`src/rtl/fir_out_decimator.sv`:
```
`default_nettype none
// ============================================================================
// Module      : fir_out_decimator
// Description : Decimates the FIR full-precision output stream, requantizes
//               kept samples with round-half-up and saturation, and buffers
//               them in a show-ahead FIFO drained by valid/ready.
// Revision    : 1.0 - initial release
// ============================================================================
module fir_out_decimator #(
    parameter int IN_W  = 24,
    parameter int OUT_W = 10,
    parameter int SHIFT = 9,
    parameter int DECIM = 4,
    parameter int DEPTH = 4
) (
    input  logic             clk,
    input  logic             rst_n,
    input  logic [IN_W-1:0]  in,
    input  logic             in_valid,
    output logic [OUT_W-1:0] out_data,
    output logic             out_valid,
    input  logic             out_ready,
    output logic             drop,
    output logic             sat
);
    localparam int PW = (DECIM > 1) ? $clog2(DECIM) : 1;
    localparam int AW = $clog2(DEPTH);

    localparam logic [PW-1:0]        C_PH_LAST = PW'(DECIM - 1);
    localparam logic signed [IN_W:0] C_RND     = (IN_W+1)'(1) << (SHIFT - 1);
    localparam logic signed [IN_W:0] C_MAX     = (IN_W+1)'((1 << (OUT_W - 1)) - 1);
    localparam logic signed [IN_W:0] C_MIN     = ~C_MAX;

    logic [PW-1:0]        phase_q, phase_d;
    logic                 s1_v_q, s1_v_d;
    logic signed [IN_W:0] r_q, r_d;
    logic [AW:0]          wr_ptr_q, wr_ptr_d;
    logic [AW:0]          rd_ptr_q, rd_ptr_d;
    logic                 sat_q, sat_d;
    logic                 drop_q, drop_d;
    logic [OUT_W-1:0]     mem_q [DEPTH];

    logic                 w_keep;
    logic                 w_full;
    logic                 w_empty;
    logic                 w_pop;
    logic                 w_wr;
    logic                 w_over;
    logic                 w_under;
    logic signed [IN_W:0] w_sum;
    logic [OUT_W-1:0]     w_res;

    assign w_keep  = in_valid && (phase_q == '0);
    // One extra bit of headroom means the rounding add can never overflow.
    assign w_sum   = $signed({in[IN_W-1], in}) + C_RND;

    assign w_over  = (r_q > C_MAX);
    assign w_under = (r_q < C_MIN);
    assign w_res   = w_over  ? {1'b0, {(OUT_W-1){1'b1}}} :
                     w_under ? {1'b1, {(OUT_W-1){1'b0}}} :
                               r_q[OUT_W-1:0];

    assign w_empty = (wr_ptr_q == rd_ptr_q);
    assign w_full  = (wr_ptr_q[AW] != rd_ptr_q[AW]) &&
                     (wr_ptr_q[AW-1:0] == rd_ptr_q[AW-1:0]);
    assign w_pop   = !w_empty && out_ready;
    // When full, the slot being written is the one being popped this cycle.
    assign w_wr    = s1_v_q && (!w_full || w_pop);

    always_comb begin
        phase_d  = phase_q;
        s1_v_d   = w_keep;
        r_d      = r_q;
        wr_ptr_d = wr_ptr_q;
        rd_ptr_d = rd_ptr_q;
        sat_d    = sat_q;
        drop_d   = s1_v_q && w_full && !w_pop;

        if (in_valid) begin
            phase_d = (phase_q == C_PH_LAST) ? '0 : phase_q + PW'(1);
        end
        if (w_keep) begin
            r_d = w_sum >>> SHIFT;
        end
        if (s1_v_q && (w_over || w_under)) begin
            sat_d = 1'b1;
        end
        if (w_wr) begin
            wr_ptr_d = wr_ptr_q + (AW+1)'(1);
        end
        if (w_pop) begin
            rd_ptr_d = rd_ptr_q + (AW+1)'(1);
        end
    end

    always_ff @(posedge clk or negedge rst_n) begin
        if (!rst_n) begin
            phase_q  <= '0;
            s1_v_q   <= 1'b0;
            r_q      <= '0;
            wr_ptr_q <= '0;
            rd_ptr_q <= '0;
            sat_q    <= 1'b0;
            drop_q   <= 1'b0;
        end else begin
            phase_q  <= phase_d;
            s1_v_q   <= s1_v_d;
            r_q      <= r_d;
            wr_ptr_q <= wr_ptr_d;
            rd_ptr_q <= rd_ptr_d;
            sat_q    <= sat_d;
            drop_q   <= drop_d;
        end
    end

    always_ff @(posedge clk) begin
        if (w_wr) begin
            mem_q[wr_ptr_q[AW-1:0]] <= w_res;
        end
    end

    assign out_valid = !w_empty;
    assign out_data  = w_empty ? '0 : mem_q[rd_ptr_q[AW-1:0]];
    assign drop      = drop_q;
    assign sat       = sat_q;

endmodule
`default_nettype wire

```
`config.mk`:
```
export PLATFORM = sky130hd
export DESIGN_NAME = fir_out_decimator
export DESIGN_NICKNAME = d
export VERILOG_FILES = /design/src/rtl/fir_out_decimator.sv
export SDC_FILE = /design/constraint.sdc
export NUM_CORES = 1
export LEC_CHECK = 0
export BUFFER_PORTS_ARGS = -buffer_cell sky130_fd_sc_hd__buf_4
export CORE_MARGIN = 1
export CORE_UTILIZATION = 40
export DETAILED_ROUTE_END_ITERATION = 12
export SLEW_MARGIN = 30
export SYNTH_ARGS = -nofsm -noshare
export SYNTH_HDL_FRONTEND = slang
export SYNTH_SLANG_ARGS = --single-unit
```
`constraint.sdc`:
```
create_clock -name clk -period 2.2 [get_ports clk]
set_clock_uncertainty 0.15 [all_clocks]
set_input_delay 0.22 -clock clk [delete_from_list [all_inputs] [get_ports clk]]
set_output_delay 0.22 -clock clk [all_outputs]
set_load 0.01 [all_outputs]
```
Word level (Yosys, flattened, before mapping)
Memory sizes are Yosys's and may differ from the RTL's.
Index checks and enable logic that the tools add are counted.
{ "totals": {"ff_bits": 27, "ramBits": 40, "inputBits": 28, "out_inout_bits": 13, "wordCells": 37, "memories": 1} }
{ "classes": {"add_sub_neg": 4, "magnitude_cmp": 2, "n_eq_ne": 4, "n_mux": 6, "reduce_logical": 13} }
{ "memory_table": {"columns": ["memory", "words", "word_bits", "read_ports", "rd_clocked_by_memory_dff", "wr", "line_no", "text"], "rows": [
  ["mem_q", 4, 10, 1, 0, 1, "41", "logic [OUT_W-1:0] mem_q [DEPTH];"]
]} }
{ "op_table": {"columns": ["cell", "n"], "rows": [
  ["$mux 10", 3],
  ["$add 24x10->25 const B", 1],
  ["$gt 16x10->1 const B", 1],
  ["$lt 16x10->1 const B", 1],
  ["$logic_and 1x1->1", 7],
  ["$add 3x1->3 const B", 2],
  ["$eq 3x3->1", 1],
  ["$logic_not 1->1", 3],
  ["$add 2x1->2 const B", 1],
  ["$eq 2x2->1", 1],
  ["$eq 2x2->1 const B", 1],
  ["$logic_not 2->1", 1],
  ["$logic_or 1x1->1", 2],
  ["$mux 1", 2],
  ["$mux 2", 1],
  ["$ne 1x1->1", 1]
]} }

Logic depth before layout (Yosys ltp)
{ "logic_depth": {"word_depth": 7, "mapped_depth": 7} }

Least setup slack after synthesis
OpenSTA, ideal clock, no wires.
{ "synth_path": {"path_type": "flip-flop to flip-flop", "startpoint": "reg rd_ptr_q[0]", "endpoint": "mem mem_q[0][0], enable pin", "setup_ns": 0.343, "arrival_time_ns": 1.253, "required_ns": 1.707, "setup_slack_ns": 0.454, "stages_incl_launch_ff": 4, "synth_period_minus_slack_ns": 1.746, "cell_sequence": "dfrtp_1 > xnor2_1 > a41oi_2 > and2_1"} }
{ "synth_via": {"elab_chain_len": 7, "word_cells_on_any_way": 10, "cone_classes": "eq/ne: 2; mux: 2; reduce/logical: 6"} }
{ "synth_rtl": {"columns": ["element", "line_no", "text"], "rows": [
  ["start: declaration", "38", "logic [AW:0] rd_ptr_q, rd_ptr_d;"],
  ["start signal: assignment", "110", "rd_ptr_q <= rd_ptr_d;"],
  ["$eq 3x3->1 / $eq 2x2->1 (equally long branches)", "63, 65", null],
  ["$logic_not 1->1 / $logic_and 1x1->1 (equally long branches)", "66, 64", null],
  ["$logic_and 1x1->1 / $logic_not 1->1 (equally long branches)", "66, 68", null],
  ["$logic_or 1x1->1 *", "68", "assign w_wr = s1_v_q && (!w_full || w_pop);"],
  ["$logic_and 1x1->1 *", "68", null],
  ["$mux 1 *", "117", "if (w_wr) begin"],
  ["$mux 1 (implied by the code) *", "118", "mem_q[wr_ptr_q[AW-1:0]] <= w_res;"],
  ["end: declaration", "41", null]
]} }
Mark *: on every way between the ends. The rest lies on a longest branch, timed or not.

Final worst setup path
{ "layout_path": {"startpoint": "reg rd_ptr_q[0]", "endpoint": "out out_data[9]"} }
{ "layout_via": {"elab_chain_len": 2, "word_cells_on_any_way": 3, "cone_classes": "eq/ne: 1; mux: 1; memory: 1"} }
{ "layout_rtl": {"columns": ["element", "line_no", "text"], "rows": [
  ["$mem_v2 4x10 / $eq 3x3->1 (equally long branches)", null, null],
  ["$mux 10 *", "123", "assign out_data = w_empty ? '0 : mem_q[rd_ptr_q[AW-1:0]];"],
  ["end: declaration", "20", "output logic [OUT_W-1:0] out_data,"]
]} }
Marks and branches as above.

==> results.txt <==
status = finished, final reports clean
Port Buffers = 32
first drt pass iteration count = 4
layer with the highest usage = met2
MaxCap Viol Count = 0
CP endpoint kind = primary output
Fmax = 479.0 MHz
vias in the first global route = 1856
CP max stage cell = mux4_2
diodes inserted = 0
reg-to-reg startpoint = rd_ptr_q[0]
Critical Path Fanout Max = 10
PD cells = 1278 nW/um^2
final WL = 5237 microns
vias per cell = 4.773
crit path DAT = 1.72 ns
wire per inst = 13.19 microns
largest net degree at the start of global routing = 30
Final #Nets = 329
DRC = 0
Final Hold Fails = 0
fin area = 3806 sq um
Sink Count = 67
main flop type after synthesis = edfxtp_1
setup violators final = 0
TritonCTS clock tree = done
Leakage = 0.001438 uW
Die Span Y = 90.68 microns
GRT Total Usage = 0.1412
post-synthesis register bit count = 67
DIE AREA = 8223 sq um
H-tree Lvls = 3
min-delay worst type = input port to flop
crit path cell chain = buf_12 -> mux4_2 -> and2_1 -> buf_4
fin. max-slew vios = 0
reg-to-reg endpoint = mem_q[1][2]
synthesized net count = 282
final setup margin = 0.1125 ns
Root Driver = clkbuf_8
antenna violations before repair = 0
synthesized area = 3146 sq um
measured slew at the worst slew-check pin = 0.4263 ns
first-pass GRT wire length = 8901 microns
die width = 90.68 microns
Clock Path Buffers = 2
Seq/Total Area, Yosys = 0.5967
RSZ-0062 raised after global routing = false
post-layout min period = 2.088 ns
Syn-to-layout area delta = 21.00%
GR Layer Usage met1 = 0.1785
placed cell count = 376
GP Congestion = 0.7700
clk slew on worst S/H paths = 0.08 ns
Core Region = 7408 sq um
WHS = 0.02420 ns
I/O pin cnt = 41
share of layout cells above drive strength 1 = 0.2852
met3 Track Usage GR = 0.03030
Post-synth ARST share = 0.4030
HPWL Detailed = 3730 microns
Congestion Overflow GR = 0
slowest stage delay, CP = 0.51 ns
pre-CTS setup slack = 0.1936 ns
Row Count = 31
met2 Use GR = 0.2260
Setup CP Type = flop to primary output
Post-Syn Instances = 246
Reg2Reg Setup Slack = 0.23 ns
Initial Util = 0.4246
Clock Latency Late Sink = 0.34 ns
cells on worst reg2reg path = 5
CP Launch Point = rd_ptr_q[0]
via count = 1895
Layout fillers = 649
Post-Syn Area per Cell = 12.79 sq um
Post-synth EDFFs = 40
Netlist cell types = 32
Setup crit end = out_data[9]
Worst setup SP type = flop
most frequent cells in the layout = buf_4 (40), edfxtp_1 (40), nand2_1 (37)
Critical Path RT = 1.83 ns
Cell Count, Final, Fillers Out = 397
total number of yosys warnings = 0
Tcrit/Tclk final = 0.9489
Antenna Nets Post-Route = 0
Setup TNS = 0 ns
placed cell area = 3540 sq um
CTS Buf Count = 9
DR iter-0 viols = 126
worst vdd ir = 468.9 uV
Max-Slew Margin vs Limit = 0.7158
[timing repair]
action                                  in CTS  in global routing
resized for setup                            2                  3
setup buffers                                0                  2
hold endpoints to repair                    30                  0
pin swaps                                    0                  0
hold buffers                                 3                  0
endpoints found under the setup margin      10                 10
[routing by layer]
metal	routed length (microns)	vias to the layer above
li1	-	966
met1	2422	878
met2	2517	43
met3	219	8
met4	78	0
met5	0	-
[state kept, by name (all words and copies together), names as in the netlist]
signal / flops
mem_q: 40
r_q: 16
rd_ptr_q: 3
wr_ptr_q: 3
phase_q: 2
drop: 1
s1_v_q: 1
sat: 1
[logic make-up (layout without fill, tap and decap cells)]
| kind of cell | Yosys count | in the layout | synth area share |
|---|---|---|---|
| xor gates and xnor gates | 22 | 22 | 0.06365 |
| DFF | 67 | 67 | 0.5967 |
| buffers and inverters | 18 | 70 | 0.02307 |
| muxes | 12 | 12 | 0.07876 |
| adders and majority gates | 8 | 8 | 0.03182 |
| AOI/OAI and AO/OA | 30 | 30 | 0.05330 |
| and+or+nand+nor | 89 | 89 | 0.1527 |
[worst min-delay path by stage]
stage | depth (start not counted) | end | from
floorplan | 0 | drop | rst_n
global placement | 1 | phase_q[1] | rst_n
detailed placement | 1 | r_q[12] | rst_n
CTS | 3 | r_q[12] | in[21]
global route | 3 | r_q[14] | in[23]
finish | 3 | r_q[12] | in[21]
[critical path: cells and delay by family (launching register included)]
kind                   cells  cell delay, ns
buffers and inverters      2            0.29
flip-flops                 1            0.40
multiplexers               1            0.51
AND/OR/NAND/NOR            1            0.17
[report_power, final]
part | switching, uW | total, uW | internal (uW)
Clock | 461 | 980 | 518
Sequential | 243 | 2050 | 1810
Combinational | 916 | 1840 | 922
[stage by stage]
stage,total power (uW),util
floorplan,3175,-
global placement,3776,0.4778
detailed placement,3830,0.4778
CTS,4829,0.5087
global route,5221,0.5138
finish,4865,0.5138
[area by class of cell]
cell class | instances | area, sq um | area share
clock inverters | 7 | 68.82 | 0.01808
well taps | 99 | 123.9 | 0.03254
flip-flops and latches | 67 | 1878 | 0.4934
repair buffers | 44 | 350.3 | 0.09204
multi-input cells | 161 | 1224 | 0.3215
clock buffers | 9 | 123.9 | 0.03254
inverters | 10 | 37.54 | 0.009862
[synthesized netlist by cell type, drive strengths merged (2+ instances only)]
cell,count,share of area
nand3,8,0.018
nor4,7,0.024
xor2,4,0.014
clkbuf,4,0.0048
buf,4,0.0064
o21ai,17,0.027
ha,8,0.032
mux2,2,0.0072
a21oi,10,0.016
mux4,10,0.072
xnor2,18,0.050
edfxtp,40,0.38
nand2,37,0.044
dfrtp,27,0.21
inv,10,0.012
and2,14,0.029
nand4,4,0.013
nor2,14,0.017
nor3,4,0.0064
Note: power is estimated with default switching activity, not from simulation.
